==> src/rtl/qs_onset_l3.sv <==
// Level-3 Q-onset / S-end locator: backward scan of a small history buffer from
// the R peak for the Q onset, concurrent forward search over SW samples for the S end.
module qs_onset_l3 #(
    parameter int QW = 16,
    parameter int SW = 24
) (
    input  logic               clk,
    input  logic               nReset,
    input  logic signed [15:0] data_in,
    input  logic               data_valid,
    input  logic               r_peak_flag,
    input  logic        [15:0] thr,
    output logic        [15:0] q_begin_l3,
    output logic               q_begin_l3_flag,
    output logic               qwindow1_full,
    output logic        [15:0] s_end_l3,
    output logic               s_end_l3_flag,
    output logic               swindow1_full,
    output logic               busy,
    output logic               beat_done
);
    localparam int QAW = $clog2(QW);

    typedef enum logic {IDLE, QSCAN} state_t;

    state_t         state_q;
    logic [15:0]    idx_q;
    logic [15:0]    r_pos_q;
    logic [QAW:0]   fill_q;
    logic [QAW-1:0] n_q;
    logic [QAW-1:0] k_q;
    logic [7:0]     s_cnt_q;
    logic           s_act_q;
    logic [15:0]    rd_mag_q;
    logic [15:0]    mem [QW];

    logic [15:0]    din_u;
    logic [15:0]    mag;
    logic           in_scan;
    logic           accept;
    logic           q_hit;
    logic           q_end;
    logic           s_step;
    logic           s_hit;
    logic           s_last;
    logic           busy_d;
    logic [QAW-1:0] n_d;
    logic [QAW-1:0] rd_addr;

    // -32768 has no positive counterpart and saturates to 32767
    assign din_u   = data_in;
    assign mag     = din_u[15] ? ((din_u == 16'h8000) ? 16'h7fff : (~din_u + 16'd1)) : din_u;

    assign in_scan = (state_q == QSCAN);
    assign accept  = data_valid & r_peak_flag & ~busy;
    assign n_d     = (fill_q >= (QAW+1)'(QW-1)) ? QAW'(QW-1) : fill_q[QAW-1:0];

    assign q_hit   = in_scan & (n_q != '0) & (rd_mag_q < thr);
    assign q_end   = in_scan & ((n_q == '0) | q_hit | (k_q == n_q));

    assign s_step  = s_act_q & data_valid;
    assign s_hit   = s_step & ~s_end_l3_flag & (mag < thr);
    assign s_last  = s_step & (s_cnt_q == 8'(SW - 1));

    assign busy_d  = accept | (in_scan & ~q_end) | (s_act_q & ~s_last);

    // Read is issued one cycle ahead: predecessor k is fetched while k-1 is examined
    assign rd_addr = QAW'(accept ? (idx_q - 16'd1) : (r_pos_q - 16'(k_q) - 16'd1));

    always_ff @(posedge clk) begin
        if (data_valid && !in_scan) begin
            mem[idx_q[QAW-1:0]] <= mag;
        end
        rd_mag_q <= mem[rd_addr];
    end

    always_ff @(posedge clk or negedge nReset) begin
        if (!nReset) begin
            state_q         <= IDLE;
            idx_q           <= '0;
            r_pos_q         <= '0;
            fill_q          <= '0;
            n_q             <= '0;
            k_q             <= '0;
            s_cnt_q         <= '0;
            s_act_q         <= 1'b0;
            q_begin_l3      <= '0;
            q_begin_l3_flag <= 1'b0;
            qwindow1_full   <= 1'b0;
            s_end_l3        <= '0;
            s_end_l3_flag   <= 1'b0;
            swindow1_full   <= 1'b0;
            busy            <= 1'b0;
            beat_done       <= 1'b0;
        end else begin
            busy      <= busy_d;
            beat_done <= busy & ~busy_d;

            if (data_valid) begin
                idx_q <= idx_q + 16'd1;
            end
            if (data_valid && !in_scan && fill_q != (QAW+1)'(QW)) begin
                fill_q <= fill_q + (QAW+1)'(1);
            end

            case (state_q)
                IDLE: begin
                    if (accept) begin
                        state_q         <= QSCAN;
                        r_pos_q         <= idx_q;
                        n_q             <= n_d;
                        k_q             <= QAW'(1);
                        q_begin_l3_flag <= 1'b0;
                        qwindow1_full   <= 1'b0;
                        s_end_l3_flag   <= 1'b0;
                        swindow1_full   <= 1'b0;
                        s_cnt_q         <= '0;
                        s_act_q         <= 1'b1;
                    end
                end
                QSCAN: begin
                    if (q_hit) begin
                        q_begin_l3      <= r_pos_q - 16'(k_q);
                        q_begin_l3_flag <= 1'b1;
                    end
                    // History restarts after every scan, so the next beat only sees fresh samples
                    if (q_end) begin
                        state_q       <= IDLE;
                        qwindow1_full <= (n_q == QAW'(QW-1));
                        fill_q        <= '0;
                    end else begin
                        k_q <= k_q + QAW'(1);
                    end
                end
                default: state_q <= IDLE;
            endcase

            if (s_step) begin
                s_cnt_q <= s_cnt_q + 8'd1;
                if (s_hit) begin
                    s_end_l3      <= idx_q;
                    s_end_l3_flag <= 1'b1;
                end
                if (s_last) begin
                    swindow1_full <= 1'b1;
                    s_act_q       <= 1'b0;
                end
            end
        end
    end
endmodule

==> config.mk <==
export PLATFORM = sky130hd
export DESIGN_NAME = qs_onset_l3
export DESIGN_NICKNAME = d
export VERILOG_FILES = /design/src/rtl/qs_onset_l3.sv
export SDC_FILE = /design/constraint.sdc
export NUM_CORES = 1
export LEC_CHECK = 0
export ABC_CLOCK_PERIOD_IN_PS = 3700
export BUFFER_PORTS_ARGS = -buffer_cell sky130_fd_sc_hd__buf_4
export CORE_UTILIZATION = 60
export DETAILED_ROUTE_END_ITERATION = 10
export GPL_TIMING_DRIVEN = 0
export PLACE_DENSITY = 0.86
export RECOVER_POWER = 50
export SLEW_MARGIN = 20
export SYNTH_ARGS = -nofsm -noshare
export SYNTH_HDL_FRONTEND = slang
export SYNTH_SLANG_ARGS = --single-unit
==> constraint.sdc <==
create_clock -name clk -period 3.7 [get_ports clk]
set_input_delay 0.555 -clock clk [delete_from_list [all_inputs] [get_ports clk]]
set_output_delay 0.555 -clock clk [all_outputs]
set_load 0.1 [all_outputs]
* Word level (Yosys, flattened, before mapping)
Memory sizes are Yosys's and may differ from the RTL's. A register that Yosys moved wholly into a read port is not among the register bits.
Cells that the tools add are included.
** Word-level totals
- Memories kept :: 1
- Bits in latches :: 0
- RAM bits :: 256
- Logic and storage cells :: 109
- Register bits :: 93
- Bits in read-only memories :: 0
** Operators by class
- Add/subtract/negate cells :: 8
- Reduce and logical (&&, ||, !) cells :: 13
- Multipliers :: 0
- Shifts and indexed selects :: 0
- Bitwise gates (word level) :: 23
- Div/mod/pow operators :: 0
- $lt $le $gt $ge :: 3
- Muxes and demuxes :: 35
- Equality and inequality tests :: 10
** Memories
- mem :: words 16, width 16, read ports 1, clocked after memory_dff 1, wr ports 1, line 35 : logic [15:0] mem [QW];
** Operator list (number)
- $add 16x1->16 const B :: 2
- $lt 16x16->1 :: 2
- $mux 16 :: 2
- $mux 8 :: 3
- $mux 1 :: 19
- $eq 16x16->1 const B :: 1
- $mux 4 :: 4
- $not 16->16 :: 1
- $sub 16x4->16 :: 1
- $mux 5 :: 3
- $reduce_and 2->1 :: 7
- $and 1x1->1 :: 12
- $add 8x1->8 const B :: 1
- $eq 8x5->1 const B :: 1
- $pmux 4 s2 :: 1
- $sub 4x1->4 const B :: 2
- $ne 2x1->1 const B :: 3
- $not 1->1 :: 6
- $pmux 1 s2 :: 3
- $add 5x1->5 const B :: 1
- $ge 5x4->1 const B :: 1
- $ne 5x5->1 const B :: 1
- $add 4x1->4 const B :: 1
- $eq 4x4->1 :: 1
- other kinds (8) :: 13

* Depth between registers and ports, before layout
- Depth in word-level cells :: 12
- Mapped depth :: 16

* Worst setup path after synthesis
Ideal clock, no wire load.
- Path type :: input to register
- From :: input data_in[8]
- To :: register s_end_l3[10]
- Path slack :: -0.608 ns
- Data required time :: 3.574 ns
- Stages :: 10
- Path buffers :: 1
- Data arrival time :: 4.181 ns
- Library setup time :: 0.126 ns
- Cell sequence :: or4_1 or3_1 nor4_1 ha_1 nand4_1 or4_1 a21oi_1 a21oi_2 buf_6 mux2_4
** On the way
- Longest elaborated chain between the ends :: 7
- Elaborated cells on any way between the ends :: 8
- Classes of those cells :: 1 x add/sub; 1 x order compare; 1 x eq/ne; 2 x mux; 2 x bitwise; 1 x reduce/logical
** Ends and longest elaborated chain
- from (decl) :: line 9 : input logic signed [15:0] data_in,
- $not 16->16 :: line 52 : assign mag = din_u[15] ? ((din_u == 16'h8000) ? 16'h7fff : (~din_u + 16'd1)) : din_u;
- $add 16x1->16 :: line 52
- $mux 16 * (2 in a row) :: line 52
- net mag[15] :: line 38 : logic [15:0] mag;
- $lt 16x16->1 * :: line 62 : assign s_hit = s_step & ~s_end_l3_flag & (mag < thr);
- $and 1x1->1 * :: line 62
- $reduce_and 2->1 (no source line) *
- to (signal assigned) :: line 141 : s_end_l3 <= idx_q;
- to (decl) :: line 16 : output logic [15:0] s_end_l3,
The timed path passes the listed nets; every way through them passes the cells marked *.
A chain may end at the register's enable or synchronous reset.

* Worst setup path after layout
- From :: input data_in[0]
- To :: register s_end_l3[12]
Same word-level chain as after synthesis.

==> results by group <==
Run status
  • Outcome: complete, but fails checks
  • Violated checks: capacitance limit, slew limit, setup timing

Synth
  • Synth area leader: edfxtp_1
  • Avg Cell Area, Syn: 15.6 sq um
  • Area contributors post-synth: edfxtp_1 (49%), dfrtp_1 (15%), mux4_2 (9.4%), ha_1 (3.6%), mux2i_1 (3.1%)
  • Top-count cell post-synth: edfxtp_1
  • Synthesized instance count: 998
  • Ys Warns: 0
  • Compound-Gate Fraction of Synth Area: 4.13%
  • Unique masters post-synth: 66
  • Share of the synthesized area in the top cell type: 49.2%
  • Post-synthesis instance area: 15600 sq um
  • Syn nets: 1080
  • Most common flop cell mapped by yosys: edfxtp_1
  • Post-Synth XOR/XNOR Area: 2.74%
  • Synth async-reset ratio: 25.5%
  • Post-synth top cells: edfxtp_1 (256), nand2_1 (115), dfrtp_1 (93)
  • Post-Synth Simple-Gate Area: 7.33%
  • Largest family of logic cells by synthesized area: multiplexers
  • Seq/Total Area, Yosys: 66.2%
  • Adder-Cell Fraction of Synth Area: 3.73%
  • Multiplexer share of the synthesized area: 14.0%
  • FF+latch count, synth: 365
  • Number of synthesized flops with an enable pin: 256

STA
  • Final hold slack: 0.476 ns
  • Sum Neg Setup Slack: -0.346 ns
  • Peak Freq: 268 MHz
  • Period utilization: 101%
  • # setup viols final: 15
  • Final Worst Setup Slack: -0.0313 ns
  • Minimum clock period: 3.73 ns
  • Slew HR: -48.4%
  • Worst-Margin Slew: 2.23 ns
  • Clock skew: 0.0180 ns
  • Slew Viols, Final: 94
  • Final hold violations: 0

Critical path
  • Crit path capture type: flip-flop
  • Worst path required time: 4.09 ns
  • Setup crit start: data_in[0]
  • R2R Path End: rd_mag_q[1]
  • Crit path arrival time: 4.13 ns
  • R2R Path Start: k_q[0]
  • CP Cell Sequence: buf_4, inv_4, ha_4, or4b_4, o41ai_2, xor2_1, nand2_8, ha_1, nand2_1, or4_4, a21oi_4, a21oi_4, buf_12, buf_8, mux2_4
  • Worst path most repeated cell: a21oi_4
  • Slowest cell delay on critical path: 0.56 ns
  • Worst r2r path cells: 10
  • CP max FO: 17
  • CP Class: in -> reg
  • Setup crit start kind: primary input
  • Worst setup path endpoint: s_end_l3[12]
  • Slowest CP cell: or4_4
  • R2R setup slack: 0.21 ns

Detailed routing
  • Initial DRC count: 1055
  • Post-route ant nets: 0
  • Routed vias: 9566
  • Wirelength per Cell: 25.2 um
  • WL final: 37.4 mm
  • DRT Pass-1 Iters: 5
  • Drt drc: 0
  • Vias per cell: 6.44

GRT
  • Vias in the first global route: 9425
  • Total GRT Usage: 28.8%
  • Initial antenna violation count: 0
  • Largest net degree at the start of global routing: 94
  • First-pass GRT wire length: 55.7 mm
  • Grt total ovfl: 0

Floorplan
  • Site Rows: 58
  • Die span in y: 163 um
  • Die ar.: 26700 sq um
  • Total core area: 25300 sq um
  • Initial Util: 61.6%
  • Io pins: 74
  • Die W: 163 um

Placement
  • PortBufs: 73
  • Place WS: -1.16 ns
  • GPL Wtd Cong: 0.850
  • Placed instance count: 1402
  • DPL Wire Length: 22.3 mm

CTS
  • Clock root cell: clkbuf_16
  • H-tree lvl count: 2
  • Sink Count: 365
  • CTS Buffer Depth: 3
  • TritonCTS clock tree: yes
  • Worst-Skew Late Latency: 0.52 ns
  • Cts bufs inserted: 34
  • Reg clk slew, reported paths: 0.06 ns

Hold path
  • Hold Crit Class: reg -> reg

Final layout
  • Layout cell share with drive strength beyond 1: 21.9%
  • ANT cells: 0
  • Final net count: 1212
  • Non-filler instance count after layout: 1485
  • Synthesis-to-layout area growth: 15.7%
  • Fillers: 1490

Flow run
  • Max-cap viol count: 1
[layout by cell type (no fill, tap or decap), types with 10 or more instances in the layout]
| cell | n |
|---|---|
| dfxtp_1 | 16 |
| nor3_1 | 13 |
| xnor2_1 | 30 |
| xor2_1 | 15 |
| dfrtp_1 | 93 |
| nand2_1 | 105 |
| ha_1 | 42 |
| nand3_1 | 11 |
| nor2_1 | 21 |
| clkbuf_1 | 61 |
| a21oi_1 | 15 |
| inv_1 | 32 |
| clkbuf_16 | 36 |
| and3_1 | 13 |
| mux4_2 | 65 |
| nand4_1 | 10 |
| o21ai_0 | 43 |
| buf_4 | 58 |
| and2_1 | 13 |
| edfxtp_1 | 256 |
| mux2i_1 | 48 |
[worst min path at each step]
stage	start	to	slack, ns	cells past startpoint
final	q_begin_l3_flag	q_begin_l3_flag	0.48	2
after global routing	q_begin_l3_flag	q_begin_l3_flag	0.50	2
after CTS	nReset	s_end_l3[8]	0.14	1
after detailed placement	q_begin_l3_flag	q_begin_l3_flag	0.47	2
after global placement	q_begin_l3_flag	q_begin_l3_flag	0.47	2
after floorplan	nReset	beat_done	0.26	0
[flip-flops by register name, indices dropped and copies added, names as in the netlist]
signal / flops
beat_done: 1
busy: 1
fill_q: 5
idx_q: 16
in_scan: 1
k_q: 4
mem: 256
n_q: 4
q_begin_l3: 16
q_begin_l3_flag: 1
qwindow1_full: 1
r_pos_q: 16
rd_mag_q: 16
s_act_q: 1
s_cnt_q: 8
s_end_l3: 16
s_end_l3_flag: 1
swindow1_full: 1
[repair_timing]
item | CTS | global route
endpoints found under the hold margin | 0 | 0
hold buffers | 0 | 0
setup endpoints to repair | 32 | 29
gates resized for setup | 47 | 21
setup buffers | 13 | 8
pin swaps | 7 | 7
cloned | 2 | 0
[through the flow]
stage | instance area, sq um | utilization (%)
global placement | 16600 | 65.7
global route | 18100 | 71.3
detailed placement | 16600 | 65.7
finish | 18100 | 71.3
floorplan | 15700 | -
CTS | 18100 | 71.5
[layer usage]
layer | up-vias | wire [um] | track usage (%)
li1 | 4059 | - | -
met5 | - | 0 | 0
met3 | 107 | 3460 | 4.62
met2 | 570 | 18100 | 45.3
met1 | 4830 | 14600 | 40.7
met4 | 0 | 1310 | 11.3
[cells by family after synthesis]
logic type,after synthesis
AOI/OAI and AO/OA,105
xor gates and xnor gates,48
adders and majority gates,46
buffers and inverters,70
DFF,365
muxes,131
and+or+nand+nor,233
[final cells by class]
class	instances	area [sq um]	area share, %
Sequential cell	365	10300	57.2
Multi-Input combinational cell	563	5280	29.2
Clock buffer	43	926	5.12
Timing Repair Buffer	97	611	3.38
Tap cell	330	413	2.29
Buffer	35	200	1.11
Clock inverter	18	169	0.935
Inverter	34	133	0.734
[critical path, delay by kind of cell]
family                     cells  cell delay (ns)
AOI/OAI and AO/OA              3             0.47
muxes                          1             0.29
xor gates and xnor gates       1             0.52
adders and majority gates      2             0.47
and+or+nand+nor                4             1.30
buffers and inverters          4             0.48
Power is not shown: default switching activity piles up to over one toggle a cycle in this logic, so the estimate is an artifact.
